## src/rtl/router_fifo_buf.sv

```systemverilog
// Per-destination output FIFO of the 1x3 router: stores {header tag, byte}, one-cycle read latency,
// read-side packet tracking and soft-reset flush. Define ROUTER_FIFO_OCCUPANCY_EN to add the occupancy port.
module router_fifo_buf #(
    parameter int WIDTH = 8,
    parameter int DEPTH = 16,
    parameter int ADDR  = 4
) (
    input  logic             clock,
    input  logic             reset,
    input  logic             soft_reset,
    input  logic             write_enb,
    input  logic             read_enb,
    input  logic             lfd_state,
    input  logic [WIDTH-1:0] data_in,
    output logic [WIDTH-1:0] data_out,
    output logic             data_out_valid,
    output logic             pkt_active,
    output logic             full,
`ifdef ROUTER_FIFO_OCCUPANCY_EN
    output logic [ADDR:0]    occupancy,
`endif
    output logic             empty
);

    logic [WIDTH-1:0] mem_q [DEPTH];
    logic [DEPTH-1:0] tag_q, tag_d;
    logic [ADDR:0]    wr_ptr_q, wr_ptr_d;
    logic [ADDR:0]    rd_ptr_q, rd_ptr_d;
    logic [WIDTH-2:0] pkt_count_q, pkt_count_d;
    logic [WIDTH-1:0] data_out_q, data_out_d;
    logic             valid_q, valid_d;

    logic             wr_acc_s, rd_acc_s;
    logic [ADDR-1:0]  waddr_s, raddr_s;
    logic [WIDTH-1:0] rd_byte_s;
    logic             rd_tag_s;

    assign waddr_s   = wr_ptr_q[ADDR-1:0];
    assign raddr_s   = rd_ptr_q[ADDR-1:0];
    assign rd_byte_s = mem_q[raddr_s];
    assign rd_tag_s  = tag_q[raddr_s];

    assign empty    = (wr_ptr_q == rd_ptr_q);
    assign full     = (waddr_s == raddr_s) && (wr_ptr_q[ADDR] != rd_ptr_q[ADDR]);
    assign wr_acc_s = write_enb && !full;
    assign rd_acc_s = read_enb && !empty;

    assign data_out       = data_out_q;
    assign data_out_valid = valid_q;
    assign pkt_active     = (pkt_count_q != {(WIDTH-1){1'b0}});
`ifdef ROUTER_FIFO_OCCUPANCY_EN
    assign occupancy      = wr_ptr_q - rd_ptr_q;
`endif

    // Next-state: soft_reset flushes and drops any same-cycle access; otherwise accept reads/writes.
    always_comb begin
        wr_ptr_d    = wr_ptr_q;
        rd_ptr_d    = rd_ptr_q;
        tag_d       = tag_q;
        pkt_count_d = pkt_count_q;
        data_out_d  = data_out_q;
        valid_d     = 1'b0;
        if (soft_reset) begin
            wr_ptr_d    = {(ADDR+1){1'b0}};
            rd_ptr_d    = {(ADDR+1){1'b0}};
            tag_d       = {DEPTH{1'b0}};
            pkt_count_d = {(WIDTH-1){1'b0}};
            data_out_d  = {WIDTH{1'b0}};
        end else begin
            if (wr_acc_s) begin
                wr_ptr_d       = wr_ptr_q + {{ADDR{1'b0}}, 1'b1};
                tag_d[waddr_s] = lfd_state;
            end else begin
                wr_ptr_d = wr_ptr_q;
            end
            if (rd_acc_s) begin
                rd_ptr_d   = rd_ptr_q + {{ADDR{1'b0}}, 1'b1};
                data_out_d = rd_byte_s;
                valid_d    = 1'b1;
                // A header reload abandons any unfinished count from a truncated packet.
                if (rd_tag_s) begin
                    pkt_count_d = {1'b0, rd_byte_s[WIDTH-1:2]} + {{(WIDTH-2){1'b0}}, 1'b1};
                end else if (pkt_count_q != {(WIDTH-1){1'b0}}) begin
                    pkt_count_d = pkt_count_q - {{(WIDTH-2){1'b0}}, 1'b1};
                end else begin
                    pkt_count_d = pkt_count_q;
                end
            end else begin
                rd_ptr_d = rd_ptr_q;
            end
        end
    end

    // State registers with synchronous reset.
    always_ff @(posedge clock) begin
        if (reset) begin
            wr_ptr_q    <= {(ADDR+1){1'b0}};
            rd_ptr_q    <= {(ADDR+1){1'b0}};
            tag_q       <= {DEPTH{1'b0}};
            pkt_count_q <= {(WIDTH-1){1'b0}};
            data_out_q  <= {WIDTH{1'b0}};
            valid_q     <= 1'b0;
        end else begin
            wr_ptr_q    <= wr_ptr_d;
            rd_ptr_q    <= rd_ptr_d;
            tag_q       <= tag_d;
            pkt_count_q <= pkt_count_d;
            data_out_q  <= data_out_d;
            valid_q     <= valid_d;
        end
    end

    // Byte storage; contents are not cleared by either reset since the tags and pointers cover it.
    always_ff @(posedge clock) begin
        if (!reset && !soft_reset && wr_acc_s) begin
            mem_q[waddr_s] <= data_in;
        end
    end

endmodule

```

## config.mk

```make
export PLATFORM = sky130hd
export DESIGN_NAME = router_fifo_buf
export DESIGN_NICKNAME = d
export VERILOG_FILES = /design/src/rtl/router_fifo_buf.sv
export SDC_FILE = /design/constraint.sdc
export NUM_CORES = 1
export LEC_CHECK = 0
export CELL_PAD_IN_SITES_DETAIL_PLACEMENT = 2
export CELL_PAD_IN_SITES_GLOBAL_PLACEMENT = 2
export CORE_ASPECT_RATIO = 0.6
export CORE_MARGIN = 8
export CORE_UTILIZATION = 46
export CTS_BUF_LIST = sky130_fd_sc_hd__clkbuf_8
export DETAILED_ROUTE_END_ITERATION = 10
export GPL_ROUTABILITY_DRIVEN = 0
export GPL_TIMING_DRIVEN = 0
export PLACE_DENSITY = 0.82
export SYNTH_ARGS = -nofsm -noshare
export SYNTH_HDL_FRONTEND = slang
export SYNTH_SLANG_ARGS = --single-unit
```

## constraint.sdc

```tcl
create_clock -name clock -period 3.95 [get_ports clock]
set_input_delay 0.395 -clock clock [delete_from_list [all_inputs] [get_ports clock]]
set_output_delay 0.395 -clock clock [all_outputs]
set_load 0.005 [all_outputs]
```

* Word level (Yosys, flattened, before mapping)
Memory sizes are Yosys's and may differ from the RTL's. A register that Yosys moved wholly into a read port is not among the register bits.
Index checks and enable logic that the tools add are counted.
** Word-level totals
- Flip-flop bits (word level) :: 42
- Memories :: 1
- Word-level logic and storage cells :: 43
- RAM bits :: 128
** Memories
- mem_q :: words 16, bits a word 8, rd ports 1, clocked after Yosys merged registers in 1, write ports 1, RTL line 25 : logic [WIDTH-1:0] mem_q [DEPTH];
** Cells by class
- Equality and inequality tests :: 3
- Add/sub/neg operators :: 4
- Mux-type cells :: 12
- Reductions and logical operators :: 14
- Magnitude comparators :: 3
** Operator list (count)
- $bwmux 16 :: 1
- $mux 7 :: 2
- $add 5x1->5 const B :: 2
- $lt 4x5->1 const B :: 2
- $mux 4 :: 2
- $add 6x1->7 const B :: 1
- $reduce_bool 7->1 :: 1
- $sub 7x1->7 const B :: 1
- $logic_and 1x1->1 :: 6
- $eq 5x5->1 :: 1
- $mux 1 :: 5
- $bmux 1 s4 :: 1
- $demux 1 s4 :: 1
- $eq 4x4->1 :: 1
- $ge 4x1->1 const B :: 1
- $logic_not 1->1 :: 4
- $reduce_and 2->1 :: 1
- $reduce_bool 2->1 :: 1
- $reduce_or 2->1 :: 1
- $ne 1x1->1 :: 1

* Longest topological paths before layout
- Depth after elaboration :: 7
- Gate-level depth with buffers :: 11
- Depth with buffers taken out :: 8

* Worst setup path before layout
Ideal clock, no wire load.
- Kind :: reg2reg
- Start :: reg (tool-made name)
- End :: reg pkt_count_q[2]
- Buffers on the path :: 3
- Library setup time :: 0.132 ns
- Slack :: 1.767 ns
- Data required time :: 3.818 ns
- Stages on the path, launching flop included :: 12
- Data arrival time :: 2.051 ns
- Cell sequence :: dfxtp_1 -> buf_6 -> buf_8 -> buf_12 -> mux4_2 -> a22oi_2 -> nand3_2 -> ha_1 -> xnor2_1 -> nand2_1 -> o21ai_0 -> a21oi_1
** RTL lines
- end signal, assigned :: RTL line 100 : pkt_count_q <= {(WIDTH-1){1'b0}};
- end signal, assigned :: RTL line 107 : pkt_count_q <= pkt_count_d;
- end, declared :: RTL line 29 : logic [WIDTH-2:0] pkt_count_q, pkt_count_d;

* Worst setup path after layout
- Start :: reg wr_ptr_q[3]
- End :: mem mem_q[0][5], enable pin
** On the way
- Cells in the longest elaborated chain, start to end :: 7
** RTL lines
- start, declared :: RTL line 27 : logic [ADDR:0] wr_ptr_q, wr_ptr_d;
- start signal, assigned :: RTL line 97 : wr_ptr_q <= {(ADDR+1){1'b0}};
- start signal, assigned :: RTL line 104 : wr_ptr_q <= wr_ptr_d;
- $eq 4x4->1 :: RTL line 44 : assign full = (waddr_s == raddr_s) && (wr_ptr_q[ADDR] != rd_ptr_q[ADDR]);
- $logic_and 1x1->1 :: RTL line 44
- $logic_not 1->1 :: RTL line 45 : assign wr_acc_s = write_enb && !full;
- $logic_and 1x1->1 :: RTL line 45
- $logic_and 1x1->1 :: RTL line 115 : if (!reset && !soft_reset && wr_acc_s) begin
- $mux 1 :: RTL line 115
- $mux 1 (implied by the code) :: RTL line 116 : mem_q[waddr_s] <= data_in;
- end, declared :: RTL line 25
Parallel ways exist; a longest one is shown, timed or not.

==> results.json <==
{
  "status": "finished clean",
  "ys_top_cells_by_area": "edfxtp_1 53%, dfxtp_1 13%, mux4_2 8.4%",
  "finalWorstPathRequiredPeriod_ns": 3.38,
  "cts_resized": 0,
  "ioPinCount": 26,
  "yosysTopAreaCellShare": 0.532,
  "cts_buffer_depth": 2,
  "hold_path_class": "primary input to register",
  "maxCapViolCount": 0,
  "wirelength_um": 21900,
  "start_util": 0.471,
  "drive_above_1_share": 0.143,
  "finalSetupViolations": 0,
  "fin_worst_skew_ns": 0.0224,
  "p_leak_uw": 0.00262,
  "cp_max_fo": 10,
  "synth.largest_area_cell": "edfxtp_1",
  "fp.coreArea_um2": 15300,
  "p_per_area_nw_per_um2": 418,
  "layout.nets": 541,
  "pre_cts_slack_ns": 0.765,
  "fin_area_um2": 8120,
  "syn_area_um2": 7220,
  "hpwl_um": 14900,
  "slew_headroom": 0.239,
  "ant_nets": 0,
  "vias_per_cell": 6.00,
  "synthCells": 476,
  "diodes": 0,
  "cts_hold_buf": 0,
  "h-tree-depth": 4,
  "die_width_um": 178,
  "die_y_um": 113,
  "numCtsBuffers": 17,
  "startpoint_type": "register",
  "synth.distinct_cells": 40,
  "regArea_um2": 4760,
  "io_buffer_count": 24,
  "num-fill-cells": 1402,
  "fp-row-count": 35,
  "grt_pass1_vias": 4923,
  "rsz0062_at_grt": "no",
  "areaGrowthSynthToFinish_pct": 12.5,
  "grt_overflow_total": 0,
  "place_area_um2": 7710,
  "ys_top_cells_by_count": "128 x edfxtp_1, 57 x nand2_1, 52 x nor2_1, 46 x dfxtp_1, 27 x mux4_2",
  "setup.worst_path.end_class": "register",
  "grt.total_usage": 0.227,
  "firstDrtPassIters": 5,
  "multi_input_area_um2": 2280,
  "min_period_over_period": 0.855,
  "vias": 4409,
  "synthFlopType": "edfxtp_1",
  "cp.required_ns": 4.05,
  "cts.sinks": 174,
  "synth_seq_cells": 174,
  "path_class": "register to register",
  "synth.avg_cell_area_um2": 15.2,
  "worstMarginPinSlew_ns": 1.14,
  "drt_iter0_markers": 259,
  "setup_slack_ns": 0.572,
  "synth-edff-count": 128,
  "vdd_drop_max_v": 0.000226,
  "ys_seq_area_frac": 0.660,
  "fin_tns_setup_ns": 0,
  "wl_per_cell_um": 29.8,
  "arrival_ns": 3.47,
  "antenna_found_initial": 0,
  "clock-root-buffer": "clkbuf_8",
  "cts_setup_buffers": 0,
  "insertion_delay_ns": 0.48,
  "synth.most_common_cell": "edfxtp_1",
  "syn_nets": 498,
  "drc": 0,
  "synth-async-reset-ratio": 0,
  "synth_warnings": 0,
  "fmax_mhz": 296,
  "clk_pin_slew_ns": 0.10,
  "hold_viol_final": 0,
  "hold_slack_ns": 0.368,
  "grt_pass1_wl_um": 32500,
  "drv_slew": 0,
  "dieArea_um2": 20100,
  "tritoncts": "done",
  "grt_max_degree": 20
}
-- area by class of cell --
| type | count | share of cell area |
|---|---|---|
| Buffer | 26 | 0.0185 |
| Clock buffer | 17 | 0.0288 |
| Clock inverter | 15 | 0.0216 |
| Inverter | 7 | 0.00323 |
| Multi-Input combinational cell | 269 | 0.280 |
| Sequential cell | 174 | 0.587 |
| Tap cell | 203 | 0.0313 |
| Timing Repair Buffer | 24 | 0.0296 |
-- report_power, final --
| part | internal, µW | switching, µW |
|---|---|---|
| Sequential | 1960 | 4.90 |
| Combinational | 49.7 | 94.8 |
| Clock | 482 | 800 |
-- critical path, stage by stage (launching register included) --
cell	delay (ns)
dfxtp_1	0.34
clkbuf_1	0.49
xor2_1	0.26
nor4_1	0.12
a21boi_0	0.32
buf_2	0.31
nand2_1	0.25
nor2_1	0.89
-- routing by layer --
layer  vias to the layer above  share of wire  track usage  routed length, µm
li1                       1884              -            -                  -
met1                      2340           0.45        0.302               9830
met2                       149           0.47        0.351              10300
met3                        36          0.058       0.0615               1280
met4                         0          0.024       0.0896                525
met5                         -              0            0                  0
-- sequential cells by signal (all words and copies together) (netlist names), named ones only --
| register | flops |
|---|---|
| data_out | 8 |
| pkt_count_q | 7 |
| data_out_valid | 1 |
| rd_ptr_q | 5 |
| wr_ptr_q | 5 |
| tag_q | 16 |
| mem_q | 128 |
-- final timing paths --
check,startpoint,to,slack (ns),cells past startpoint
max,wr_ptr_q[3],mem_q[0][5],0.57,7
min,lfd_state,tag_q[3],0.37,3
min reg2reg,tag_q[3],tag_q[3],0.47,2
max reg2reg,wr_ptr_q[3],mem_q[0][5],0.57,7
-- stage by stage --
stage               total power (µW)   util  std cells
floorplan                       2080      -        476
global placement                2140  0.503        703
detailed placement              2150  0.503        703
CTS                             3410  0.530        735
global route                    3480  0.530        735
finish                          3400  0.530        735
-- placed cells by master (no fill, tap or decap), drive strengths merged, types with 10 or more instances in the layout --
master         synthesis  layout
mux2i                 14      14
nor2                  52      52
edfxtp               128     128
nand2                 57      57
nand3                 19      19
clkdlybuf4s50          0      24
inv                    7      13
xor2                  10      10
mux4                  41      41
a21oi                 17      17
dfxtp                 46      46
buf                   11      11
clkbuf                15      32
-- logic make-up (layout without fill, tap and decap cells) --
family / after synthesis / count (layout) / synth area share
DFF: 174 / 174 / 0.660
adders and majority gates: 8 / 8 / 0.0139
muxes: 55 / 55 / 0.155
xor gates and xnor gates: 18 / 18 / 0.0218
buffers and inverters: 33 / 89 / 0.0244
AOI/OAI and AO/OA: 38 / 38 / 0.0329
and+or+nand+nor: 150 / 150 / 0.0924
(Power assumes the default switching activity.)
